--- config.mk ---
export PLATFORM = sky130hd
export DESIGN_NAME = ex_stage
export DESIGN_NICKNAME = d
export VERILOG_FILES = /design/src/rtl/ex_pkg.sv /design/src/rtl/seq_mult.sv /design/src/rtl/ex_stage.sv
export SDC_FILE = /design/constraint.sdc
export NUM_CORES = 1
export LEC_CHECK = 0
export CELL_PAD_IN_SITES_DETAIL_PLACEMENT = 1
export CELL_PAD_IN_SITES_GLOBAL_PLACEMENT = 2
export CORE_ASPECT_RATIO = 0.6
export CORE_UTILIZATION = 37
export DETAILED_ROUTE_END_ITERATION = 6
export GPL_ROUTABILITY_DRIVEN = 0
export GPL_TIMING_DRIVEN = 0
export MAX_ROUTING_LAYER = met4
export PLACE_DENSITY = 0.95
export SLEW_MARGIN = 20
export SYNTH_ARGS = -nofsm -noshare
export SYNTH_HDL_FRONTEND = slang
export SYNTH_HIERARCHICAL = 1
export SYNTH_SLANG_ARGS = --single-unit
--- constraint.sdc ---
create_clock -name clk -period 10.4 [get_ports clk]
set_input_delay 1.56 -clock clk [delete_from_list [all_inputs] [get_ports clk]]
set_output_delay 1.56 -clock clk [all_outputs]
set_load 0.03 [all_outputs]
--- src/rtl/ex_pkg.sv ---
// ex_pkg: shared constants and types for the execute stage.
//   - datapath width and multiplier iteration count
//   - ALUOp encodings (from the control unit) and R-type funct codes
//   - multiplier FSM state encoding
//   - helper that recognises the MULT instruction
package ex_pkg;

  localparam int EX_W       = 32;
  localparam int EX_MUL_CYC = 32;

  // ALUOp field of EnEX
  localparam logic [2:0] ALUOP_ADD   = 3'b000;
  localparam logic [2:0] ALUOP_SUB   = 3'b001;
  localparam logic [2:0] ALUOP_RTYPE = 3'b010;
  localparam logic [2:0] ALUOP_AND   = 3'b011;
  localparam logic [2:0] ALUOP_OR    = 3'b100;
  localparam logic [2:0] ALUOP_SLT   = 3'b101;

  // R-type funct field (SignEx[5:0])
  localparam logic [5:0] FN_ADD  = 6'h20;
  localparam logic [5:0] FN_SUB  = 6'h22;
  localparam logic [5:0] FN_AND  = 6'h24;
  localparam logic [5:0] FN_OR   = 6'h25;
  localparam logic [5:0] FN_NOR  = 6'h27;
  localparam logic [5:0] FN_SLT  = 6'h2A;
  localparam logic [5:0] FN_MULT = 6'h18;
  localparam logic [5:0] FN_MFHI = 6'h10;
  localparam logic [5:0] FN_MFLO = 6'h12;

  typedef enum logic [1:0] {
    MUL_IDLE = 2'd0,
    MUL_BUSY = 2'd1,
    MUL_DONE = 2'd2
  } mul_state_e;

  function automatic logic is_mult_op(input logic [2:0] aluop, input logic [5:0] funct);
    return (aluop == ALUOP_RTYPE) && (funct == FN_MULT);
  endfunction

endpackage

--- src/rtl/seq_mult.sv ---
// seq_mult: signed iterative multiplier, sign/magnitude, one multiplier bit per cycle.
// Ports:
//   clk, rst     clock, synchronous active-high reset
//   i_start      begin a multiply (sampled only in IDLE)
//   i_abort      drop any multiply in progress and return to IDLE
//   i_a, i_b     signed operands, captured when the multiply starts
//   o_busy       FSM is iterating (BUSY)
//   o_done       FSM is in DONE; o_prod is the final signed product this cycle
//   o_prod       signed 2W-bit product
module seq_mult
  import ex_pkg::*;
#(
  parameter int W       = EX_W,
  parameter int MUL_CYC = EX_MUL_CYC
) (
  input  logic           clk,
  input  logic           rst,
  input  logic           i_start,
  input  logic           i_abort,
  input  logic [W-1:0]   i_a,
  input  logic [W-1:0]   i_b,
  output logic           o_busy,
  output logic           o_done,
  output logic [2*W-1:0] o_prod
);

  localparam int CW = $clog2(MUL_CYC);

  mul_state_e     r_state;
  mul_state_e     w_state_nxt;
  logic [CW-1:0]  r_cnt;
  logic [2*W-1:0] r_mcand;
  logic [2*W-1:0] r_acc;
  logic [W-1:0]   r_mplier;
  logic           r_sign;
  logic [W-1:0]   w_abs_a;
  logic [W-1:0]   w_abs_b;
  logic           w_load;
  logic           w_step;

  // Magnitudes; -2^(W-1) maps onto 2^(W-1), which is exact as an unsigned value.
  assign w_abs_a = i_a[W-1] ? ({W{1'b0}} - i_a) : i_a;
  assign w_abs_b = i_b[W-1] ? ({W{1'b0}} - i_b) : i_b;

  assign w_load = (r_state == MUL_IDLE) && i_start && !i_abort;
  assign w_step = (r_state == MUL_BUSY) && !i_abort;

  // FSM state register
  always_ff @(posedge clk) begin
    if (rst) begin
      r_state <= MUL_IDLE;
    end else begin
      r_state <= w_state_nxt;
    end
  end

  // FSM next-state logic
  always_comb begin
    w_state_nxt = r_state;
    case (r_state)
      MUL_IDLE: begin
        if (i_start && !i_abort) begin
          w_state_nxt = MUL_BUSY;
        end else begin
          w_state_nxt = MUL_IDLE;
        end
      end
      MUL_BUSY: begin
        if (i_abort) begin
          w_state_nxt = MUL_IDLE;
        end else if (r_cnt == CW'(MUL_CYC - 1)) begin
          w_state_nxt = MUL_DONE;
        end else begin
          w_state_nxt = MUL_BUSY;
        end
      end
      MUL_DONE: w_state_nxt = MUL_IDLE;
      default:  w_state_nxt = MUL_IDLE;
    endcase
  end

  // Shift-add datapath: multiplicand moves left, multiplier moves right, one bit per step.
  always_ff @(posedge clk) begin
    if (rst) begin
      r_cnt    <= {CW{1'b0}};
      r_mcand  <= {2*W{1'b0}};
      r_acc    <= {2*W{1'b0}};
      r_mplier <= {W{1'b0}};
      r_sign   <= 1'b0;
    end else if (w_load) begin
      r_cnt    <= {CW{1'b0}};
      r_mcand  <= {{W{1'b0}}, w_abs_a};
      r_acc    <= {2*W{1'b0}};
      r_mplier <= w_abs_b;
      r_sign   <= i_a[W-1] ^ i_b[W-1];
    end else if (w_step) begin
      r_cnt    <= r_cnt + CW'(1);
      r_mcand  <= {r_mcand[2*W-2:0], 1'b0};
      r_acc    <= r_mplier[0] ? (r_acc + r_mcand) : r_acc;
      r_mplier <= {1'b0, r_mplier[W-1:1]};
      r_sign   <= r_sign;
    end else begin
      r_cnt    <= r_cnt;
      r_mcand  <= r_mcand;
      r_acc    <= r_acc;
      r_mplier <= r_mplier;
      r_sign   <= r_sign;
    end
  end

  assign o_busy = (r_state == MUL_BUSY);
  assign o_done = (r_state == MUL_DONE);
  assign o_prod = r_sign ? ({2*W{1'b0}} - r_acc) : r_acc;

endmodule

--- src/rtl/ex_stage.sv ---
// ex_stage: pipeline execute stage and EX/MEM register.
// Ports:
//   clk, rst              clock, synchronous active-high reset
//   Adder, RD1, RD2       PC+4 and register operands from ID/EX
//   SignEx                sign-extended immediate; [5:0] is funct for R-type
//   Ins20, Ins15          rt / rd destination candidates
//   EnWB, EnM, EnEX       control groups; WB/M pass through, EX steers this stage
//   flush                 squash the instruction currently in EX
//   stall                 combinational hold request for PC, IF/ID, ID/EX
//   sBrAddr .. sM         EX/MEM register outputs (branch target, ALU result,
//                         zero flag, store data, destination reg, WB/M controls)
module ex_stage
  import ex_pkg::*;
#(
  parameter int W       = EX_W,
  parameter int MUL_CYC = EX_MUL_CYC
) (
  input  logic         clk,
  input  logic         rst,
  input  logic [W-1:0] Adder,
  input  logic [W-1:0] RD1,
  input  logic [W-1:0] RD2,
  input  logic [W-1:0] SignEx,
  input  logic [4:0]   Ins20,
  input  logic [4:0]   Ins15,
  input  logic [1:0]   EnWB,
  input  logic [2:0]   EnM,
  input  logic [4:0]   EnEX,
  input  logic         flush,
  output logic         stall,
  output logic [W-1:0] sBrAddr,
  output logic [W-1:0] sALURes,
  output logic         sZero,
  output logic [W-1:0] sRD2,
  output logic [4:0]   sWReg,
  output logic [1:0]   sWB,
  output logic [2:0]   sM
);

  logic           w_regdst;
  logic           w_alusrc;
  logic [2:0]     w_aluop;
  logic [5:0]     w_funct;
  logic [W-1:0]   w_opb;
  logic           w_lt;
  logic [W-1:0]   w_alu_res;
  logic [W-1:0]   w_br_addr;
  logic [4:0]     w_wreg;
  logic           w_is_mult;
  logic           w_mul_busy;
  logic           w_mul_done;
  logic           w_mul_idle;
  logic [2*W-1:0] w_prod;
  logic           w_stall;

  logic [W-1:0]   r_hi;
  logic [W-1:0]   r_lo;
  logic [W-1:0]   r_br_addr;
  logic [W-1:0]   r_alu_res;
  logic           r_zero;
  logic [W-1:0]   r_rd2;
  logic [4:0]     r_wreg;
  logic [1:0]     r_wb;
  logic [2:0]     r_m;

  assign w_regdst  = EnEX[4];
  assign w_alusrc  = EnEX[3];
  assign w_aluop   = EnEX[2:0];
  assign w_funct   = SignEx[5:0];
  assign w_opb     = w_alusrc ? SignEx : RD2;
  assign w_lt      = $signed(RD1) < $signed(w_opb);
  assign w_br_addr = Adder + {SignEx[W-3:0], 2'b00};
  assign w_wreg    = w_regdst ? Ins15 : Ins20;
  assign w_is_mult = is_mult_op(w_aluop, w_funct);

  seq_mult #(
    .W       (W),
    .MUL_CYC (MUL_CYC)
  ) u_mult (
    .clk     (clk),
    .rst     (rst),
    .i_start (w_is_mult),
    .i_abort (flush),
    .i_a     (RD1),
    .i_b     (RD2),
    .o_busy  (w_mul_busy),
    .o_done  (w_mul_done),
    .o_prod  (w_prod)
  );

  assign w_mul_idle = !w_mul_busy && !w_mul_done;

  // Stall covers the launch cycle plus every iteration; DONE releases the pipeline.
  assign w_stall = !rst && !flush && ((w_is_mult && w_mul_idle) || w_mul_busy);
  assign stall   = w_stall;

  // ALU; MULT itself produces 0 since its result goes to HI/LO
  always_comb begin
    w_alu_res = {W{1'b0}};
    case (w_aluop)
      ALUOP_ADD: w_alu_res = RD1 + w_opb;
      ALUOP_SUB: w_alu_res = RD1 - w_opb;
      ALUOP_AND: w_alu_res = RD1 & w_opb;
      ALUOP_OR:  w_alu_res = RD1 | w_opb;
      ALUOP_SLT: w_alu_res = {{(W-1){1'b0}}, w_lt};
      ALUOP_RTYPE: begin
        case (w_funct)
          FN_ADD:  w_alu_res = RD1 + w_opb;
          FN_SUB:  w_alu_res = RD1 - w_opb;
          FN_AND:  w_alu_res = RD1 & w_opb;
          FN_OR:   w_alu_res = RD1 | w_opb;
          FN_NOR:  w_alu_res = ~(RD1 | w_opb);
          FN_SLT:  w_alu_res = {{(W-1){1'b0}}, w_lt};
          FN_MFHI: w_alu_res = r_hi;
          FN_MFLO: w_alu_res = r_lo;
          default: w_alu_res = {W{1'b0}};
        endcase
      end
      default: w_alu_res = {W{1'b0}};
    endcase
  end

  // HI/LO: written only when a non-flushed MULT completes
  always_ff @(posedge clk) begin
    if (rst) begin
      r_hi <= {W{1'b0}};
      r_lo <= {W{1'b0}};
    end else if (w_mul_done && !flush) begin
      r_hi <= w_prod[2*W-1:W];
      r_lo <= w_prod[W-1:0];
    end else begin
      r_hi <= r_hi;
      r_lo <= r_lo;
    end
  end

  // EX/MEM register; stall or flush inserts a bubble by clearing only the control groups
  always_ff @(posedge clk) begin
    if (rst) begin
      r_br_addr <= {W{1'b0}};
      r_alu_res <= {W{1'b0}};
      r_zero    <= 1'b0;
      r_rd2     <= {W{1'b0}};
      r_wreg    <= 5'd0;
      r_wb      <= 2'b00;
      r_m       <= 3'b000;
    end else if (w_stall || flush) begin
      r_wb      <= 2'b00;
      r_m       <= 3'b000;
    end else begin
      r_br_addr <= w_br_addr;
      r_alu_res <= w_alu_res;
      r_zero    <= (w_alu_res == {W{1'b0}});
      r_rd2     <= RD2;
      r_wreg    <= w_wreg;
      // MULT writes HI/LO, never the register file
      r_wb      <= w_is_mult ? {1'b0, EnWB[0]} : EnWB;
      r_m       <= EnM;
    end
  end

  assign sBrAddr = r_br_addr;
  assign sALURes = r_alu_res;
  assign sZero   = r_zero;
  assign sRD2    = r_rd2;
  assign sWReg   = r_wreg;
  assign sWB     = r_wb;
  assign sM      = r_m;

endmodule

==> results.md, run 1 <==
* Status: completed
* Critical R2R Launch: u_mult/r_acc[0]
* Grt total ovfl at 0
* Cell Area, Synth at 0.02696 mm2
* Post_cts resized at 0
* Top post-synthesis cells by area: dfxtp_1 25%, nand2_1 9.7%, ha_1 9.2%
* Synth Register Bits at ~340
* Area of the die at around 0.074 mm2
* YS warnings at 6
* Critical Path Sink Type: flip-flop
* DR iter-0 viols at 3893
* Critical-path cell list: clkbuf_1 > buf_1 > mux2i_1 > ha_1 > clkbuf_1 > nor4_1 > o2111ai_1 > nand3_1 > o21ai_0 > a221oi_1 > nand4_1 > nor4_1 > nand4_1 > o41ai_2
* Leak at 12.45 nW
* Starting Density at 0.3750
* Clock root cell: clkbuf_16
* Port Buffers at 255
* Total power at 3.847 mW
* Final Critical Period at 7899 ps
* Post-CTS setup buffer count at 0
* Max_cap viols at 0
* Antenna Violating Nets Remaining at 0
* Dpl hpwl at 110400 um
* CTS H-tree depth at 2
* CTS buffer count at 40
* Synth top area share at 0.2517
* Max_slew headroom at 0.1181
* Async S/R FF share, synth at 0
* GR met2 Demand/Resource at 0.4366
* CTS sink cnt at 339
* Met3 Use GR at 0.1613
* CORE AREA at about 0.072 mm2
* Slew @ Worst Pin at 1286 ps
* Delay-heaviest family, CP: simple AND/OR/NAND/NOR gates
* Die Wd at 350.5 um
* Routed length per instance at approximately 27 um
* Hold Buf Count CTS at 0
* Detailed Route WL at 136300 um
* RSZ-0062 raised after global routing: no
* PD cells at around 120 mW/mm2
* Clock transition at the registers of the reported paths at 60 ps
* Area of the multi-input gates at 0.01872 mm2
* Vias per inst at between 6 and 7
* Worst hold slack at 449.2 ps
* Crit Path Max Fanout at 10
* Busiest layer in global routing: met1
* F_max at 126.6 MHz
* CP arrival at about 8400 ps
* # nets final at roughly 4300
* Critical Path Start: EnEX[3]
* Vias in the first global route at 29550
* HP Class: flip-flop to flip-flop
* Number of cell rows at 76
* Top_reg_cell synth: dfxtp_1
* Number of flops mapped to enable cells by yosys at 0
* Clock Skews at ~20 ps
* FILL cells at 9126
* Type of origin of the critical path: primary input
* Setup_tns at 0 ps
* Cells after Synth at 3693
* Latest clock arrival within the worst-skew pair at ~600 ps
* Area Growth Syn to Fin at 19.04%
* Hold Path Origin: sBrAddr[18]
* Global-route usage over all layers at 0.3661
* Most common cell in the netlist: nand2_1
* Top cells by instance count after synthesis: 694 x nand2_1, 383 x a21oi_1, 339 x dfxtp_1
* Final setup viols at 0
* Initial antenna violation count at 7
* First-pass GRT wire length at 196600 um
* Hold Vio Cnt, Final at 0
* Via count at 31130
* Maximum vdd drop at 0.1115 mV
* Slowest cell on the critical path: nor4_1
* DRC at 0
* Critical path buffers and inverters at 3
* Tcrit/Tclk final at 0.7595
* Slew Viols, Final at 0
* CTS tree: yes
* GR Util met1 at 0.5380
* First-pass DRT Iterations at 6
* Syn_area_per_cell at 7.301 um2
* Die Height at 211.1 um
* Syn Nets at a little over 4000
* Area occupied by registers at 0.006787 mm2
* Worst EP required at approximately 11000 ps
* Max Buffers Root-to-Sink at 3
* Share of the yosys chip area belonging to registers at 0.2517
* Layout cell share with drive strength beyond 1 at 0.04055
* Area leader, netlist: dfxtp_1
* CP Class: primary input to flip-flop
* Num ports at 259
* Distinct cell type count after synthesis at 98
* Slowest cell delay on critical path at 1050 ps
* Largest net degree at the start of global routing at 14
cell type report:
cell class / instances / share of cell area
Tap cell: 975 / 0.03801
Antenna cell: 9 / 0.0007017
Multi-Input combinational cell: 2975 / 0.5831
Sequential cell: 339 / 0.2115
Timing Repair Buffer: 255 / 0.07953
Clock buffer: 57 / 0.03606
Inverter: 136 / 0.01591
Buffer: 243 / 0.03033
Clock inverter: 15 / 0.004873
sequential cells by signal (all words and copies together) (netlist names):
signal,flops
u_mult/r_mcand,64
r_lo,32
sWReg,5
u_mult/r_state,2
u_mult/r_cnt,5
sBrAddr,32
u_mult/r_acc,64
sRD2,32
sWB,2
r_hi,32
u_mult/r_mplier,32
sM,3
sZero,1
u_mult/r_sign,1
sALURes,32
path summary, 6_finish.rpt:
path                            slack [ps]                to  depth (start not counted)
worst min-delay path                   450       sBrAddr[18]                          2
worst max register to register        5740  u_mult/r_acc[46]                         13
worst min register to register         450       sBrAddr[18]                          2
worst max-delay path                  2500             sZero                         14
stage by stage:
step	setup slack, ps	instance area, um2	instances	utilization
finish	2501	32090	5004	0.4464
global route	2658	32090	5002	0.4464
CTS	3281	32050	4995	0.4459
detailed placement	2654	30740	4923	0.4276
global placement	2705	30730	4923	0.4275
floorplan	4853	26960	3693	-
layout by cell type, fill, tap and decap left out, drive strengths merged, types with 61 or more instances in the layout:
| master | Yosys | layout |
|---|---|---|
| a21o | 65 | 65 |
| a21oi | 384 | 384 |
| a311oi | 63 | 63 |
| buf | 71 | 71 |
| clkbuf | 172 | 229 |
| clkdlybuf4s50 | 0 | 255 |
| dfxtp | 339 | 339 |
| ha | 199 | 199 |
| inv | 136 | 137 |
| nand2 | 694 | 694 |
| nand3 | 80 | 80 |
| nor2 | 260 | 260 |
| nor3 | 61 | 61 |
| o21ai | 176 | 176 |
| xnor2 | 182 | 182 |
worst min-delay path, cell delays in order (launching register included):
cell and delay [ps]:
dfxtp_1 310, nand2_1 50, a21oi_1 50
cell families after synthesis:
kind of cell	count (synthesis)	share of synthesized area
XOR/XNOR	229	0.07439
AO/OA/AOI/OAI	1097	0.2701
AND/OR/NAND/NOR	1394	0.2341
flip-flops	339	0.2517
buffers and inverters	379	0.05499
adder cells (fa/ha/maj)	203	0.09532
multiplexers	52	0.01935
report_power, final:
group          leakage (nW)  internal, mW  switching (mW)
clock                 0.635         0.830           0.645
combinational          9.07         0.341           0.683
sequential             2.75          1.33          0.0177
layer usage:
layer | vias up | routed length, um
met2 | 1761 | 48930
met5 | - | 0
met1 | 15340 | 64110
met3 | 219 | 20110
li1 | 13810 | -
met4 | 0 | 3178
Note: power is estimated with default switching activity, not from simulation.
==> run 2, diff against run 1 <==
--- a/config.mk
+++ b/config.mk
@@ -8,12 +8,12 @@
 export CELL_PAD_IN_SITES_DETAIL_PLACEMENT = 1
 export CELL_PAD_IN_SITES_GLOBAL_PLACEMENT = 2
 export CORE_ASPECT_RATIO = 0.6
-export CORE_UTILIZATION = 37
+export CORE_UTILIZATION = 31
 export DETAILED_ROUTE_END_ITERATION = 6
 export GPL_ROUTABILITY_DRIVEN = 0
 export GPL_TIMING_DRIVEN = 0
 export MAX_ROUTING_LAYER = met4
-export PLACE_DENSITY = 0.95
+export PLACE_DENSITY = 0.86
 export SLEW_MARGIN = 20
 export SYNTH_ARGS = -nofsm -noshare
 export SYNTH_HDL_FRONTEND = slang
==> constraint.sdc (replaced) <==
create_clock -name clk -period 6.65 [get_ports clk]
set_input_delay 0.9975 -clock clk [delete_from_list [all_inputs] [get_ports clk]]
set_output_delay 0.9975 -clock clk [all_outputs]
set_load 0.03 [all_outputs]
==> run 2 against run 1 <==
  * Critical endpoint unchanged
  * The run now ends with DRC, setup timing left
  * Die area up 19%
  * Count of clock-buffer cells in the layout down 5
  * Design area up 1.1%
  * Highest routed layer unchanged
  * Critical path depth up 1
  * Clock skew up 13 ps
  * Setup slack worse by 2600 ps
  * Clock power up 63%
  * Global-route usage down 5.1 points
==> results.md, run 2 (synthesized netlist as in run 1, its figures left out) <==
* Status: complete, but fails checks
* Failing checks: DRC, setup timing
* Critical Path Sink Type: flip-flop
* Maximum vdd drop at 0.1719 mV
* Max_slew headroom at 0.1653
* Slew @ Worst Pin at 1217 ps
* Routed length per instance at 27.17 um
* HP Class: flip-flop to flip-flop
* Final Cell Area at 0.03244 mm2
* Antenna Violating Nets Remaining at 0
* First-pass GRT wire length at ~200000 um
* Die Wd at 382.7 um
* Layout cell share with drive strength beyond 1 at 0.04532
* Tcrit/Tclk final at 1.009
* Initial antenna violation count at 6
* DP Cell Count at 5095
* Biggest regs: u_mult/r_acc x64, u_mult/r_mcand x64
* Post-CTS setup buffer count at 0
* Combinational share of power at 0.264
* Final setup viols at 1
* Clock root cell: clkbuf_16
* Number of cell rows at 83
* Vias in the first global route at a little under 30000
* CTS buffer count at 39
* Pint at a little under 4 mW
* Global-route usage over all layers at 0.3151
* Area of the die at 0.08819 mm2
* First-pass DRT Iterations at 7
* Final Critical Period at 6712 ps
* Clock transition at the registers of the reported paths at about 70 ps
* F_max at 149.0 MHz
* Num ports at 259
* Net switching power at ~2.1 mW
* Via count at 31350
* Clock power share at 0.391
* Vias per inst at 6.062
* Slowest cell on the critical path: o221ai_1
* Flop pwr share at 0.344
* Commonest non-fill, non-tap cell in the layout: nand2_1
* Port Buffers at 255
* CP Class: primary input to flip-flop
* Critical-path cell list: clkbuf_1 > buf_1 > mux2i_1 > ha_1 > clkbuf_1 > nor2_1 > nand3_1 > or3_1 > o221ai_1 > o21ai_0 > a21oi_1 > nor2_1 > o41ai_1 > nand2_1 > o41ai_2
* Delay-heaviest family, CP: compound AO/OA/AOI/OAI gates
* Crit Path Max Fanout at 10
* CP arrival at 7220 ps
* Max Buffers Root-to-Sink at 3
* Most frequent cells in the layout: 694 x nand2_1, 383 x a21oi_1, 339 x dfxtp_1, 260 x nor2_1, 255 x clkdlybuf4s50_1
* Finished Layout Cells at 5171
* CORE AREA at 0.08578 mm2
* Hold Buf Count CTS at 0
* Latest clock arrival within the worst-skew pair at 620 ps
* # nets final at between 4000 and 5000
* Hold Vio Cnt, Final at 0
* Worst EP required at 7150 ps
* DP Area at 0.03095 mm2
* Largest net degree at the start of global routing at 15
* Leak at 12.47 nW
* Dpl hpwl at between 100000 and 150000 um
* CTS H-tree depth at 2
* Clock Skews at 32.57 ps
* Slowest cell delay on critical path at 800 ps
* Setup slack after placement at -809.8 ps
* Max_cap viols at 0
* Critical path buffers and inverters at 3
* Final core utilization at 0.3782
* Total power at between 6 and 7 mW
* Type of origin of the critical path: primary input
* Fin worst setup slack at -61.89 ps
* CTS sink cnt at approximately 340
* CTS tree: yes
* Detailed Route WL at 140500 um
* Die Height at 230.4 um
* Grt total ovfl at 0
* Area Growth Syn to Fin at 20.33%
* Sw frac at 0.3506
* PD cells at around 190 mW/mm2
* Starting Density at 0.3143
* DR iter-0 viols at 4063
* Slew Viols, Final at 0
* DRC at 12
-- run 2: cell types whose count changed in the layout (fill, tap and decap cells not counted), sizes merged --
cell,previous run,this run
clkbuf,229,226
buf,71,69
bufinv,2,4
clkinvlp,4,2
diode,9,8
inv,137,138
-- run 2: layout make-up --
type	count	area [um2]
Antenna cell	8	20.02
Buffer	243	974.7
Clock buffer	52	1126
Clock inverter	16	239.0
Fill cell	10690	53340
Inverter	136	510.5
Multi-Input combinational cell	2975	18800
Sequential cell	339	6787
Tap cell	1147	1435
Timing Repair Buffer	255	2552
-- run 2: metrics by stage --
step	hold WS [ps]	setup TNS [ps]
final	453.6	-61.89
after global placement	441.0	-1633
after CTS	453.9	0
after global routing	472.2	-20.83
after detailed placement	444.8	-1606
after floorplan	436.0	0
-- run 2: per-layer routing --
layer  wire length [um]  vias to the layer above  global-route usage  part of all wire
li1                   -                    13800                   -                 -
met1              68140                    15670              0.4851              0.49
met2              49070                     1700              0.3690              0.35
met3              20510                      169              0.1167              0.15
met4               2756                        0             0.06225             0.020
met5                  0                        -                   -                 0
-- run 2: power groups by stage --
stage	registers, mW	logic [mW]	clock network (mW)
after floorplan	2.25	0.762	0
after detailed placement	2.15	1.52	0
after global placement	2.15	1.50	0
after CTS	2.11	1.53	2.43
final	2.11	1.62	2.40
after global routing	2.11	1.67	2.52
-- run 2: repair_timing --
item,CTS,global route
endpoints found under the hold margin,0,0
gates resized for setup,1,15
cloned,0,0
endpoints found under the setup margin,1,2
-- run 2: worst paths after layout --
check                        from                to  slack, ps  cells after the start
setup / recovery          EnEX[3]             sZero        -60                     15
hold / removal        sBrAddr[19]       sBrAddr[19]        450                      2
setup reg to reg  u_mult/r_acc[0]  u_mult/r_acc[46]       2030                     13
hold reg to reg       sBrAddr[19]       sBrAddr[19]        450                      2
-- run 2: worst register-to-register path, delay by kind of cell (launching register included) --
family	cells	cell delay (ps)
adder cells (fa/ha/maj)	2	690
AND/OR/NAND/NOR	3	620
AO/OA/AOI/OAI	8	2740
flip-flops	1	410
